--- src/rtl/irq_ctrl_pkg.sv ---
// rtl/irq_ctrl_pkg.sv - address map, register offsets and state encoding for irq_ctrl
package irq_ctrl_pkg;

  localparam logic [15:0] DEVIRQADDR_BEGIN = 16'h7F20;
  localparam logic [15:0] DEVIRQADDR_END   = 16'h7F3F;
  localparam int          NIRQ_DEFAULT     = 6;

  localparam logic [4:0] IRQ_CTRL  = 5'h00;
  localparam logic [4:0] IRQ_MASK  = 5'h04;
  localparam logic [4:0] IRQ_MODE  = 5'h08;
  localparam logic [4:0] IRQ_PEND  = 5'h0C;
  localparam logic [4:0] IRQ_ISR   = 5'h10;
  localparam logic [4:0] IRQ_CLAIM = 5'h14;
  localparam logic [4:0] IRQ_EOI   = 5'h18;

  typedef enum logic {
    IRQ_IDLE = 1'b0,
    IRQ_REQ  = 1'b1
  } irq_state_e;

  // ids 6 and 7 map to no line, so ACK/EOI with them touch nothing
  function automatic logic [5:0] onehot6(input logic [2:0] id);
    return 6'b000001 << id;
  endfunction

endpackage

--- src/rtl/irq_ctrl_prio_enc6.sv ---
// rtl/irq_ctrl_prio_enc6.sv - lowest-set-bit encoder, bit 0 is highest priority
module prio_enc6 (
  input  logic [5:0] req_i,
  output logic       valid_o,
  output logic [2:0] id_o
);

  always_comb begin
    valid_o = 1'b0;
    id_o    = 3'd0;
    for (int i = 5; i >= 0; i--) begin
      if (req_i[i]) begin
        valid_o = 1'b1;
        id_o    = 3'(i);
      end
    end
  end

endmodule

--- src/rtl/irq_ctrl.sv ---
// rtl/irq_ctrl.sv - maskable, prioritised, nesting interrupt controller on the 16-bit device bus
module irq_ctrl
  import irq_ctrl_pkg::*;
#(
  parameter logic [15:0] BASE = DEVIRQADDR_BEGIN,
  parameter int          NIRQ = NIRQ_DEFAULT
) (
  input  logic            clk,
  input  logic            reset,
  input  logic [15:0]     addr,
  input  logic            we,
  input  logic [31:0]     wd,
  output logic [31:0]     RD,
  input  logic [NIRQ-1:0] irq_in,
  output logic [NIRQ-1:0] HWInt
);

  logic [NIRQ-1:0] irq_q, pend_q, pend_d, mask_q, mode_q, isr_q, isr_d;
  logic [NIRQ-1:0] hwint_q, hwint_d, rise, edge_clr, floor_mask, elig;
  logic            ge_q, err_q, err_d;
  logic [2:0]      winner_q, winner_d, win_id, floor_id;
  logic            win_valid, floor_valid;
  irq_state_e      state_q, state_d;

  logic [15:0] offset;
  logic [4:0]  reg_select;
  logic        hit, wr_ctrl, wr_mask, wr_mode, wr_pend, wr_claim, wr_eoi;
  logic        ack_ok, ack_err;
  logic        unused_wd;

  assign offset     = addr - BASE;
  assign hit        = (offset[15:5] == 11'd0);
  assign reg_select = offset[4:0];
  assign unused_wd  = ^wd[31:6];

  assign wr_ctrl  = we && hit && (reg_select == IRQ_CTRL);
  assign wr_mask  = we && hit && (reg_select == IRQ_MASK);
  assign wr_mode  = we && hit && (reg_select == IRQ_MODE);
  assign wr_pend  = we && hit && (reg_select == IRQ_PEND);
  assign wr_claim = we && hit && (reg_select == IRQ_CLAIM);
  assign wr_eoi   = we && hit && (reg_select == IRQ_EOI);

  assign ack_ok  = wr_claim && (state_q == IRQ_REQ) && (wd[2:0] == winner_q);
  assign ack_err = wr_claim && !ack_ok;

  // Edge bits: set beats clear; level bits simply follow the line
  assign rise     = irq_in & ~irq_q;
  assign edge_clr = (wr_pend ? wd[NIRQ-1:0] : '0) | (ack_ok ? onehot6(winner_q) : '0);
  assign pend_d   = (mode_q & ((pend_q & ~edge_clr) | rise)) | (~mode_q & irq_in);

  always_comb begin
    isr_d = isr_q;
    if (ack_ok) isr_d = isr_d | onehot6(winner_q);
    if (wr_eoi) isr_d = isr_d & ~onehot6(wd[2:0]);
  end

  assign err_d = (err_q && !(wr_ctrl && wd[1])) || ack_err;

  prio_enc6 u_floor (.req_i(isr_q), .valid_o(floor_valid), .id_o(floor_id));

  assign floor_mask = floor_valid ? (onehot6(floor_id) - 6'd1) : '1;
  assign elig       = pend_q & mask_q & {NIRQ{ge_q}} & floor_mask;

  prio_enc6 u_winner (.req_i(elig), .valid_o(win_valid), .id_o(win_id));

  always_ff @(posedge clk) begin
    if (reset) begin
      state_q  <= IRQ_IDLE;
      winner_q <= 3'd0;
      hwint_q  <= '0;
    end else begin
      state_q  <= state_d;
      winner_q <= winner_d;
      hwint_q  <= hwint_d;
    end
  end

  always_comb begin
    state_d  = state_q;
    winner_d = winner_q;
    if (state_q == IRQ_IDLE) begin
      if (win_valid) begin
        state_d  = IRQ_REQ;
        winner_d = win_id;
      end
    end else if (ack_ok || !win_valid) begin
      state_d = IRQ_IDLE;
    end else begin
      winner_d = win_id;
    end
  end

  always_comb begin
    hwint_d = (state_d == IRQ_REQ) ? onehot6(winner_d) : '0;
  end

  always_ff @(posedge clk) begin
    if (reset) begin
      irq_q  <= '0;
      pend_q <= '0;
      isr_q  <= '0;
      mask_q <= '0;
      mode_q <= '0;
      ge_q   <= 1'b0;
      err_q  <= 1'b0;
    end else begin
      irq_q  <= irq_in;
      pend_q <= pend_d;
      isr_q  <= isr_d;
      err_q  <= err_d;
      if (wr_mask) mask_q <= wd[NIRQ-1:0];
      if (wr_mode) mode_q <= wd[NIRQ-1:0];
      if (wr_ctrl) ge_q   <= wd[0];
    end
  end

  always_comb begin
    RD = 32'd0;
    if (hit) begin
      case (reg_select)
        IRQ_CTRL:  RD = {30'd0, err_q, ge_q};
        IRQ_MASK:  RD = {26'd0, mask_q};
        IRQ_MODE:  RD = {26'd0, mode_q};
        IRQ_PEND:  RD = {26'd0, pend_q};
        IRQ_ISR:   RD = {26'd0, isr_q};
        IRQ_CLAIM: RD = {(state_q == IRQ_REQ), 28'd0, winner_q};
        default:   RD = 32'd0;
      endcase
    end
  end

  assign HWInt = hwint_q;

endmodule

--- config.mk ---
export PLATFORM = sky130hd
export DESIGN_NAME = irq_ctrl
export DESIGN_NICKNAME = d
export VERILOG_FILES = /design/src/rtl/irq_ctrl_pkg.sv /design/src/rtl/irq_ctrl_prio_enc6.sv /design/src/rtl/irq_ctrl.sv
export SDC_FILE = /design/constraint.sdc
export NUM_CORES = 1
export LEC_CHECK = 0
export BUFFER_PORTS_ARGS = -buffer_cell sky130_fd_sc_hd__buf_2
export CAP_MARGIN = 20
export CORE_MARGIN = 5
export CORE_UTILIZATION = 52
export CTS_BUF_LIST = sky130_fd_sc_hd__clkbuf_4 sky130_fd_sc_hd__clkbuf_8 sky130_fd_sc_hd__clkbuf_16
export CTS_CLUSTER_SIZE = 8
export DETAILED_ROUTE_END_ITERATION = 6
export GPL_ROUTABILITY_DRIVEN = 0
export PLACE_DENSITY_LB_ADDON = 0.1
export SLEW_MARGIN = 20
export SYNTH_ARGS = -nofsm -noshare
export SYNTH_HDL_FRONTEND = slang
export SYNTH_SLANG_ARGS = --single-unit
--- constraint.sdc ---
create_clock -name clk -period 3.7 [get_ports clk]
set_input_delay 0.74 -clock clk [delete_from_list [all_inputs] [get_ports clk]]
set_output_delay 0.74 -clock clk [all_outputs]
set_load 0.05 [all_outputs]
==> results of run 1 <==
final cells by class:
class | count | area (sq um) | share of cell area [%]
timing repair buffer | 43 | 215.2 | 8.452
inverter | 4 | 15.01 | 0.5897
multi-input combinational | 215 | 1320 | 51.84
tap | 52 | 65.06 | 2.555
clock inverter | 2 | 13.76 | 0.5405
clock buffer | 6 | 76.32 | 2.998
sequential | 42 | 840.8 | 33.02
critical path, cell delays in order:
cell and delay, ns:
buf_2 0.09, nand4bb_1 0.22, or3_1 0.42, a2111o_1 0.56, a31oi_1 0.25, buf_2 0.30
where the power goes:
| group | internal [W] | switching, W |
|---|---|---|
| logic | 0.0000225 | 0.0000833 |
| clock network | 0.000140 | 0.000156 |
| registers | 0.000459 | 0.00000419 |
| total | 0.000622 | 0.000243 |
placed cells by master, fill, tap and decap left out, drive strengths merged, types with 2 or more instances in the layout:
cell,count
dfxtp,42
buf,43
a22o,6
a21oi,20
nand2,20
nand4,2
a31oi,3
nor3b,3
and4b,2
nor2b,10
and3b,4
nor3,10
nor2,28
conb,25
a31o,2
clkinv,2
nor4,5
o21ai,4
nand3b,7
inv,4
xnor2,4
or2,2
and3,4
nand3,10
nand4b,2
a22oi,13
mux2i,12
clkbuf,6
per-layer routing:
metal  vias to the layer above  routed length [um]  track usage, %
li1                       1014                   -               -
met1                       976                2355           25.38
met2                        88                2797           31.41
met3                         9                 460           3.630
met4                         0                  74           4.371
met5                         -                   0               0
cell families after synthesis:
family	count (synthesis)
AOI/OAI and AO/OA	59
other	1
muxes	12
xor gates and xnor gates	4
buffers and inverters	42
adders and majority gates	1
DFF	42
and+or+nand+nor	114
final timing paths:
path	start	slack [ns]	to	depth (start not counted)
max	addr[7]	0.37	RD[0]	6
min	err_q	0.47	err_q	2
max reg2reg	isr_q[4]	1.47	winner_q[0]	8
min reg2reg	err_q	0.47	err_q	2
sequential cells by signal (all words and copies together) (netlist names):
register	cells
state_q	1
pend_q	6
ge_q	1
irq_q	6
mode_q	6
mask_q	6
winner_q	3
HWInt	6
err_q	1
isr_q	6
stage by stage:
step / power [W] / area (sq um)
floorplan: 0.0005750 / 2412
global route: 0.0009037 / 2546
global placement: 0.0005767 / 2456
CTS: 0.0008731 / 2546
detailed placement: 0.0005778 / 2456
finish: 0.0008648 / 2546
==> key figures, run 1 <==
STA
  • Worst Tran Pin Value: ~0.7 ns
  • Tmin final: roughly 3.3 ns
  • Clock skew: just over 0.009 ns
  • # setup viols final: 0
  • Final Cycle Share: between 80 and 90%
  • Final Max Slew Viols: 0
  • Setup TNS: 0 ns
  • Final Hold Viols: 0
  • Fmax: 0.3006 GHz
  • Setup WS post-layout: 0.3730 ns
  • RSZ-0062 raised after global routing: no
  • Hold slack: 0.4731 ns
  • Relative slew slack: about 54%

Die
  • Chip height: around 77 um
  • Starting Density: 53.33%
  • Die area: 0.005902 sq mm
  • Ports: 95
  • Die Wd: 76.83 um
  • Row count: 24
  • Core ar.: approximately 0.0044 sq mm

Setup path
  • Crit path DAT: 2.59 ns
  • Critical Path End Type: primary output
  • Worst setup SP type: input port
  • Critical path class: in2out
  • Worst EP required: 2.96 ns
  • CP Max Fanout: 7

Final layout
  • Filler-free cell count of the finished design: 364
  • Fin util: 58.48%
  • Syn-to-layout area delta: 9.644%
  • Filler cell count: 413
  • NumNets Final: about 370
  • Antenna Cells: 0
  • Share of layout cells above drive strength 1: about a fifth

Yosys
  • Synth Register Bits: between 40 and 50
  • Post-Syn Instances: between 200 and 300
  • Post-synthesis mux area share: 5.172%
  • Mapped cell area: 0.002322 sq mm
  • Number of enable flip-flop cells after synthesis: 0
  • Top post-synthesis cells by area: dfxtp_1 36%, buf_4 8.1%, mux2i_1 5.2%
  • Synth Area in Compound Gates: about 17%
  • Synth warn: 0
  • Yosys top cell area share: 36.21%
  • Cell with the most instances after synthesis: dfxtp_1
  • Post-Synth Adder-Cell Area: 0.5388%
  • Post-synth top flop: dfxtp_1
  • Post-synthesis sequential area ratio: 36.21%
  • Synth area leader: dfxtp_1
  • Post-synth ARST share: 0%
  • Simple-Gate Fraction of Synth Area: 28.23%
  • Commonest cells post-synth: 42 x dfxtp_1, 28 x nor2_1, 25 x buf_4
  • Distinct cells, synth: 50
  • Largest family of logic cells by synthesized area: simple AND/OR/NAND/NOR gates
  • Post-Synth XOR/XNOR Area: 1.509%
  • Mean Syn Cell Area: 8.444 sq um

Clocking
  • Post-CTS Repair Setup Buffers: 0
  • Hold_buf cts: 0
  • Number of CTS-inserted buffers: 5
  • Worst-Skew Late Latency: about 0.29 ns
  • CTS resizes: 0
  • Clk pin slew, worst setup/hold paths: 0.08 ns
  • H-Tree Depth: 2
  • Root buf cell: clkbuf_8
  • Clk buf depth: 2
  • CTS tree: built
  • Clock Sinks: 42

Power and ir drop
  • VDD IR-drop max: ~260 uV
  • Leakage: 1.111 nW
  • Pwr/cell area: 339.6 mW/mm^2

Placed design
  • Pre-CTS setup slack: 0.4058 ns
  • Placed Cells: 356
  • Final HPWL DP: 4.281 mm
  • Port Buf Inserts: 43

Route
  • Final wirelength: 5.687 mm
  • Initial DRT Pass Iterations: 4
  • First DRT Iteration DRCs: ~140
  • Via count: ~2100
  • Via density: 5.734
  • Post-route ant nets: 0
  • Remaining DRCs: 0
  • WL/cell: roughly 16 um

GRT
  • Largest net degree at the start of global routing: 39
  • Vias in the first global route: 1864
  • Grt total ovfl: 0
  • Total GRT Usage: 18.96%
  • Initial antenna violation count: 0
  • First-pass GRT wire length: 9.211 mm

Min path
  • Worst Hold Class: reg2reg

Outcome
  • Status: finished clean

Job
  • MaxCap Viol Count: 0
(Power assumes the default switching activity.)
==> run 2, diff against run 1 <==
--- a/config.mk
+++ b/config.mk
@@ -5,10 +5,11 @@
 export SDC_FILE = /design/constraint.sdc
 export NUM_CORES = 1
 export LEC_CHECK = 0
+export ABC_AREA = 1
 export BUFFER_PORTS_ARGS = -buffer_cell sky130_fd_sc_hd__buf_2
 export CAP_MARGIN = 20
 export CORE_MARGIN = 5
-export CORE_UTILIZATION = 52
+export CORE_UTILIZATION = 53
 export CTS_BUF_LIST = sky130_fd_sc_hd__clkbuf_4 sky130_fd_sc_hd__clkbuf_8 sky130_fd_sc_hd__clkbuf_16
 export CTS_CLUSTER_SIZE = 8
 export DETAILED_ROUTE_END_ITERATION = 6
==> key figures, run 2 <==
STA
  • Relative slew slack: 49.27%
  • Hold slack: 0.4710 ns
  • Fmax: 0.3371 GHz
  • # setup viols final: 0
  • Setup WS post-layout: 0.7333 ns
  • Tmin final: 2.967 ns
  • Setup TNS: 0 ns
  • RSZ-0062 raised after global routing: no
  • Clock skew: 0.003726 ns
  • Worst Tran Pin Value: 0.7581 ns
  • Final Max Slew Viols: 0
  • Final Hold Viols: 0
  • Final Cycle Share: about four fifths

Placed design
  • Port Buf Inserts: 43
  • Pre-CTS setup slack: 0.7850 ns
  • Final HPWL DP: 4.953 mm

Die
  • Row count: 25
  • Ports: 95
  • Die area: about 0.0063 sq mm
  • Core ar.: 0.004692 sq mm
  • Starting Density: 54.11%
  • Die Wd: approximately 79 um
  • Chip height: 79.21 um

Setup path
  • Critical path class: in2out
  • Worst R2R Path Depth: 15
  • FF-to-FF Start: isr_q[5]
  • Cell chain of the critical path: buf_2 > inv_1 > nor2_4 > nand3_1 > o21ai_0 > a21oi_1 > a21oi_1 > buf_2
  • Critical Path End Type: primary output
  • Crit path DAT: 2.23 ns
  • Worst setup SP type: input port
  • Worst EP required: 2.96 ns
  • CP Max Fanout: 8
  • Crit path max-delay cell type: o21ai_0
  • Worst flop-to-flop path endpoint: HWInt[0]
  • Critical path's largest stage delay: 0.30 ns
  • Reg2Reg Setup Slack: 1.59 ns

Outcome
  • Status: finished clean

Min path
  • Worst Hold Path EP: pend_q[2]
  • Worst Hold Class: reg2reg
  • Hold Startpoint: irq_q[2]
  • Hold depth: 3

GRT
  • Total GRT Usage: about a fifth
  • Vias in the first global route: between 2000 and 2500
  • First-pass GRT wire length: 9.998 mm
  • Initial antenna violation count: 0
  • Largest net degree at the start of global routing: 33
  • Grt total ovfl: 0

Yosys
  • Cell with the most instances after synthesis: nand2_1
  • Mean Syn Cell Area: between 6 and 7 sq um
  • Yosys top cell area share: ~33%
  • Synth warn: 0
  • Post-synthesis sequential area ratio: 33.12%
  • Number of enable flip-flop cells after synthesis: 0
  • Mapped cell area: 0.002539 sq mm
  • Distinct cells, synth: 34
  • Synth Register Bits: 42
  • Post-Syn Instances: 377
  • Top post-synthesis cells by area: dfxtp_1 33%, nand2_1 13%, nor2_1 8.4%
  • Synth area leader: dfxtp_1
  • Commonest cells post-synth: 85 x nand2_1, 57 x nor2_1, 42 x dfxtp_1
  • Post-synth top flop: dfxtp_1
  • Post-synth ARST share: 0%

Clocking
  • Post-CTS Repair Setup Buffers: 0
  • H-Tree Depth: 2
  • Worst-Skew Late Latency: about 0.28 ns
  • Clock Sinks: 42
  • Root buf cell: clkbuf_8
  • Number of CTS-inserted buffers: 5
  • Clk pin slew, worst setup/hold paths: 0.08 ns
  • CTS tree: built
  • Clk buf depth: 2
  • CTS resizes: 0
  • Hold_buf cts: 0

Route
  • Initial DRT Pass Iterations: 5
  • Final wirelength: 6.185 mm
  • Via count: 2411
  • First DRT Iteration DRCs: 211
  • Remaining DRCs: 0
  • Post-route ant nets: 0
  • Via density: between 5 and 6
  • WL/cell: 13.05 um

Power and ir drop
  • Leakage: 1.292 nW
  • VDD IR-drop max: approximately 270 uV
  • Pwr/cell area: around 330 mW/mm^2

Final layout
  • Share of layout cells above drive strength 1: 18.81%
  • Antenna Cells: 0
  • Commonest non-fill, non-tap cell in the layout: nand2_1
  • NumNets Final: 477
  • Syn-to-layout area delta: 10.55%
  • Most frequent cells in the layout: 85 x nand2_1, 57 x nor2_1, 43 x buf_2
  • Fin util: 59.81%

Job
  • MaxCap Viol Count: 0
==> run 2: worst max-delay path: cells and delay by family <==
family / cells / cell delay [ns]
compound gates: 3 / 0.53
simple gates: 2 / 0.46
buf+inv: 3 / 0.50
==> run 2: power breakdown <==
part / internal, W / switching (W)
registers: 0.000459 / 0.00000299
logic: 0.0000206 / 0.0000937
clock network: 0.000209 / 0.000149
total: 0.000688 / 0.000246
==> run 2: through the flow <==
step / instance area, sq um / cells / total power [W]
finish: 2806 / 474 / 0.0009332
global route: 2806 / 474 / 0.0009720
CTS: 2806 / 474 / 0.0009384
detailed placement: 2693 / 466 / 0.0005850
global placement: 2693 / 466 / 0.0005837
floorplan: 2629 / 401 / 0.0005766
==> run 2: area by class of cell <==
cell class / count / area (sq um)
clock buffers: 6 / 76.32
multi-input cells: 284 / 1408
inverters: 43 / 161.4
repair buffers: 43 / 215.2
fillers: 489 / 1886
clock inverters: 2 / 37.54
flip-flops and latches: 42 / 840.8
well taps: 54 / 67.56
==> run 2: worst max path at each step <==
stage | startpoint | end | cells after the start
finish | addr[3] | RD[1] | 8
floorplan | addr[1] | RD[31] | 5
CTS | addr[3] | RD[1] | 8
detailed placement | addr[3] | RD[1] | 8
global placement | addr[3] | RD[1] | 8
global route | addr[3] | RD[1] | 8
==> run 2: kinds of logic (layout without fill, tap and decap cells) <==
logic type / count (synthesis) / count (layout) / synth area share (%)
AND/OR/NAND/NOR: 199 / 199 / 36.32
buffers and inverters: 75 / 94 / 14.98
AO/OA/AOI/OAI: 58 / 58 / 14.59
flip-flops: 42 / 42 / 33.12
adder cells (fa/ha/maj): 1 / 1 / 0.4928
other: 1 / 25 / 0.1477
XOR/XNOR: 1 / 1 / 0.3451
==> run 2: metal layers <==
layer / part of all wire, % / vias up / global-route usage (%) / wire length (um)
met3: 8.1 / 8 / 2.948 / 504
met5: 0 / - / 0 / 0
li1: - / 1245 / - / -
met4: 1.4 / 0 / 5.670 / 87
met2: 44 / 114 / 33.84 / 2751
met1: 46 / 1044 / 26.29 / 2842
==> run 3, diff against run 2 <==
--- a/config.mk
+++ b/config.mk
@@ -9,7 +9,7 @@
 export BUFFER_PORTS_ARGS = -buffer_cell sky130_fd_sc_hd__buf_2
 export CAP_MARGIN = 20
 export CORE_MARGIN = 5
-export CORE_UTILIZATION = 53
+export CORE_UTILIZATION = 45
 export CTS_BUF_LIST = sky130_fd_sc_hd__clkbuf_4 sky130_fd_sc_hd__clkbuf_8 sky130_fd_sc_hd__clkbuf_16
 export CTS_CLUSTER_SIZE = 8
 export DETAILED_ROUTE_END_ITERATION = 6
==> constraint.sdc (replaced) <==
create_clock -name clk -period 2.72 [get_ports clk]
set_input_delay 0.544 -clock clk [delete_from_list [all_inputs] [get_ports clk]]
set_output_delay 0.544 -clock clk [all_outputs]
set_load 0.05 [all_outputs]
==> key figures, run 3 (synthesis gave the netlist of run 2 again) <==
Clocking
  • CTS tree: built
  • Clock Sinks: 42
  • Clk buf depth: 2
  • H-Tree Depth: 2
  • Hold_buf cts: 0
  • Number of CTS-inserted buffers: 5
  • Root buf cell: clkbuf_8
  • CTS resizes: 0
  • Clk pin slew, worst setup/hold paths: 0.08 ns
  • Post-CTS Repair Setup Buffers: 0
  • Worst-Skew Late Latency: 0.29 ns

GRT
  • Grt total ovfl: 0
  • Initial antenna violation count: 0
  • Largest net degree at the start of global routing: 33
  • Vias in the first global route: 2266
  • Total GRT Usage: between 10% and 20%
  • First-pass GRT wire length: 10.90 mm

Route
  • Initial DRT Pass Iterations: 5
  • Remaining DRCs: 0
  • Final wirelength: 6.484 mm
  • Post-route ant nets: 0
  • Via count: 2421
  • WL/cell: ~13 um
  • First DRT Iteration DRCs: between 150 and 200
  • Via density: 4.881

Setup path
  • Worst setup SP type: input port
  • CP Max Fanout: 7
  • Crit path DAT: 1.85 ns
  • Critical path class: in2out
  • FF-to-FF Start: isr_q[4]
  • Worst EP required: 2.18 ns
  • Worst setup startpoint: addr[1]
  • Critical Path End Type: primary output
  • Worst R2R Path Depth: 15
  • Reg2Reg Setup Slack: 0.63 ns
  • Worst flop-to-flop path endpoint: HWInt[4]

Outcome
  • Status: finished clean

Final layout
  • NumNets Final: ~480
  • Antenna Cells: 0
  • Syn-to-layout area delta: 12.07%
  • Fin util: 51.67%
  • Commonest non-fill, non-tap cell in the layout: nand2_1
  • Share of layout cells above drive strength 1: 19.81%
  • Filler-free cell count of the finished design: 496
  • Most frequent cells in the layout: 85 x nand2_1, 57 x nor2_1, 43 x buf_2

Placed design
  • Pre-CTS setup slack: 0.3287 ns
  • Final HPWL DP: 5.060 mm
  • Placed Cells: 488
  • Port Buf Inserts: 43

STA
  • Final Max Slew Viols: 0
  • RSZ-0062 raised after global routing: no
  • Worst Tran Pin Value: 0.6488 ns
  • Final Hold Viols: 0
  • Relative slew slack: 56.75%
  • Final Cycle Share: 88.14%
  • Setup WS post-layout: 0.3227 ns
  • Fmax: 0.4171 GHz
  • Tmin final: approximately 2.4 ns
  • Clock skew: 0.004248 ns
  • # setup viols final: 0
  • Hold slack: around 0.46 ns
  • Setup TNS: 0 ns

Die
  • Row count: 27
  • Chip height: 85.11 um
  • Core ar.: around 0.0055 sq mm
  • Die Wd: ~85 um
  • Die area: just over 0.007 sq mm
  • Starting Density: a little under half
  • Ports: 95

Power and ir drop
  • VDD IR-drop max: around 340 uV
  • Pwr/cell area: roughly 420 mW/mm^2
  • Comb power frac: approximately an eighth
  • Reg power frac: 51.9%
  • Leakage: 1.304 nW
  • Switching Share: approximately 29%
  • Internal Power: 0.0008568 W
  • Switching Power: 0.0003518 W
  • Clock power share: 35.1%

Min path
  • Hold Startpoint: irq_in[4]
  • Hold depth: 3
  • Worst Hold Path EP: irq_q[4]
  • Worst Hold Class: in2reg

Job
  • MaxCap Viol Count: 0
-- run 3: cell types whose count changed in the layout (fill, tap and decap cells not counted) --
| cell | before | now |
|---|---|---|
| buf_4 | 0 | 4 |
| bufinv_16 | 1 | 0 |
| clkbuf_4 | 1 | 0 |
| clkbuf_8 | 5 | 6 |
| clkinv_2 | 0 | 1 |
| nor3b_1 | 1 | 0 |
| nor3b_2 | 0 | 1 |
-- run 3: area by class of cell --
| class | count | area (sq um) |
|---|---|---|
| Inverter | 43 | 161.4 |
| Timing Repair Buffer | 47 | 245.2 |
| Sequential cell | 42 | 840.8 |
| Multi-Input combinational cell | 284 | 1413 |
| Fill cell | 559 | 2661 |
| Clock buffer | 6 | 82.58 |
| Clock inverter | 2 | 12.51 |
| Tap cell | 72 | 90.09 |
-- run 3: through the flow --
step,total power (W),instance area (sq um)
after CTS,0.001222,2845
after detailed placement,0.0007975,2750
after global placement,0.0007967,2750
final,0.001209,2845
after global routing,0.001265,2845
after floorplan,0.0007844,2634
-- run 3: power groups by stage --
| stage | combinational (W) | sequential (W) | clock, W |
|---|---|---|---|
| after floorplan | 0.000143 | 0.000641 | 0 |
| after global placement | 0.000155 | 0.000642 | 0 |
| after detailed placement | 0.000155 | 0.000642 | 0 |
| after CTS | 0.000156 | 0.000628 | 0.000438 |
| after global routing | 0.000169 | 0.000629 | 0.000467 |
| final | 0.000156 | 0.000628 | 0.000424 |
-- run 3: critical path, stage by stage --
cell and delay, ns:
buf_2 0.11, nor2_4 0.18, nand3_1 0.26, o21ai_0 0.24, a21oi_1 0.05, a21oi_1 0.17, buf_2 0.29
-- run 3: layer usage --
layer / GRT usage, % / routed length [um]
met3: 3.495 / 566
met4: 5.180 / 61
met5: 0 / 0
met1: 26.62 / 3060
met2: 28.46 / 2795
-- run 3: worst max path at each step --
| stage | endpoint | slack [ns] | cells after the start |
|---|---|---|---|
| after global placement | RD[1] | 0.32 | 9 |
| after detailed placement | RD[1] | 0.33 | 9 |
| after floorplan | RD[0] | 0.26 | 5 |
| after CTS | RD[1] | 0.32 | 9 |
| after global routing | RD[1] | 0.14 | 7 |
| final | RD[1] | 0.32 | 7 |
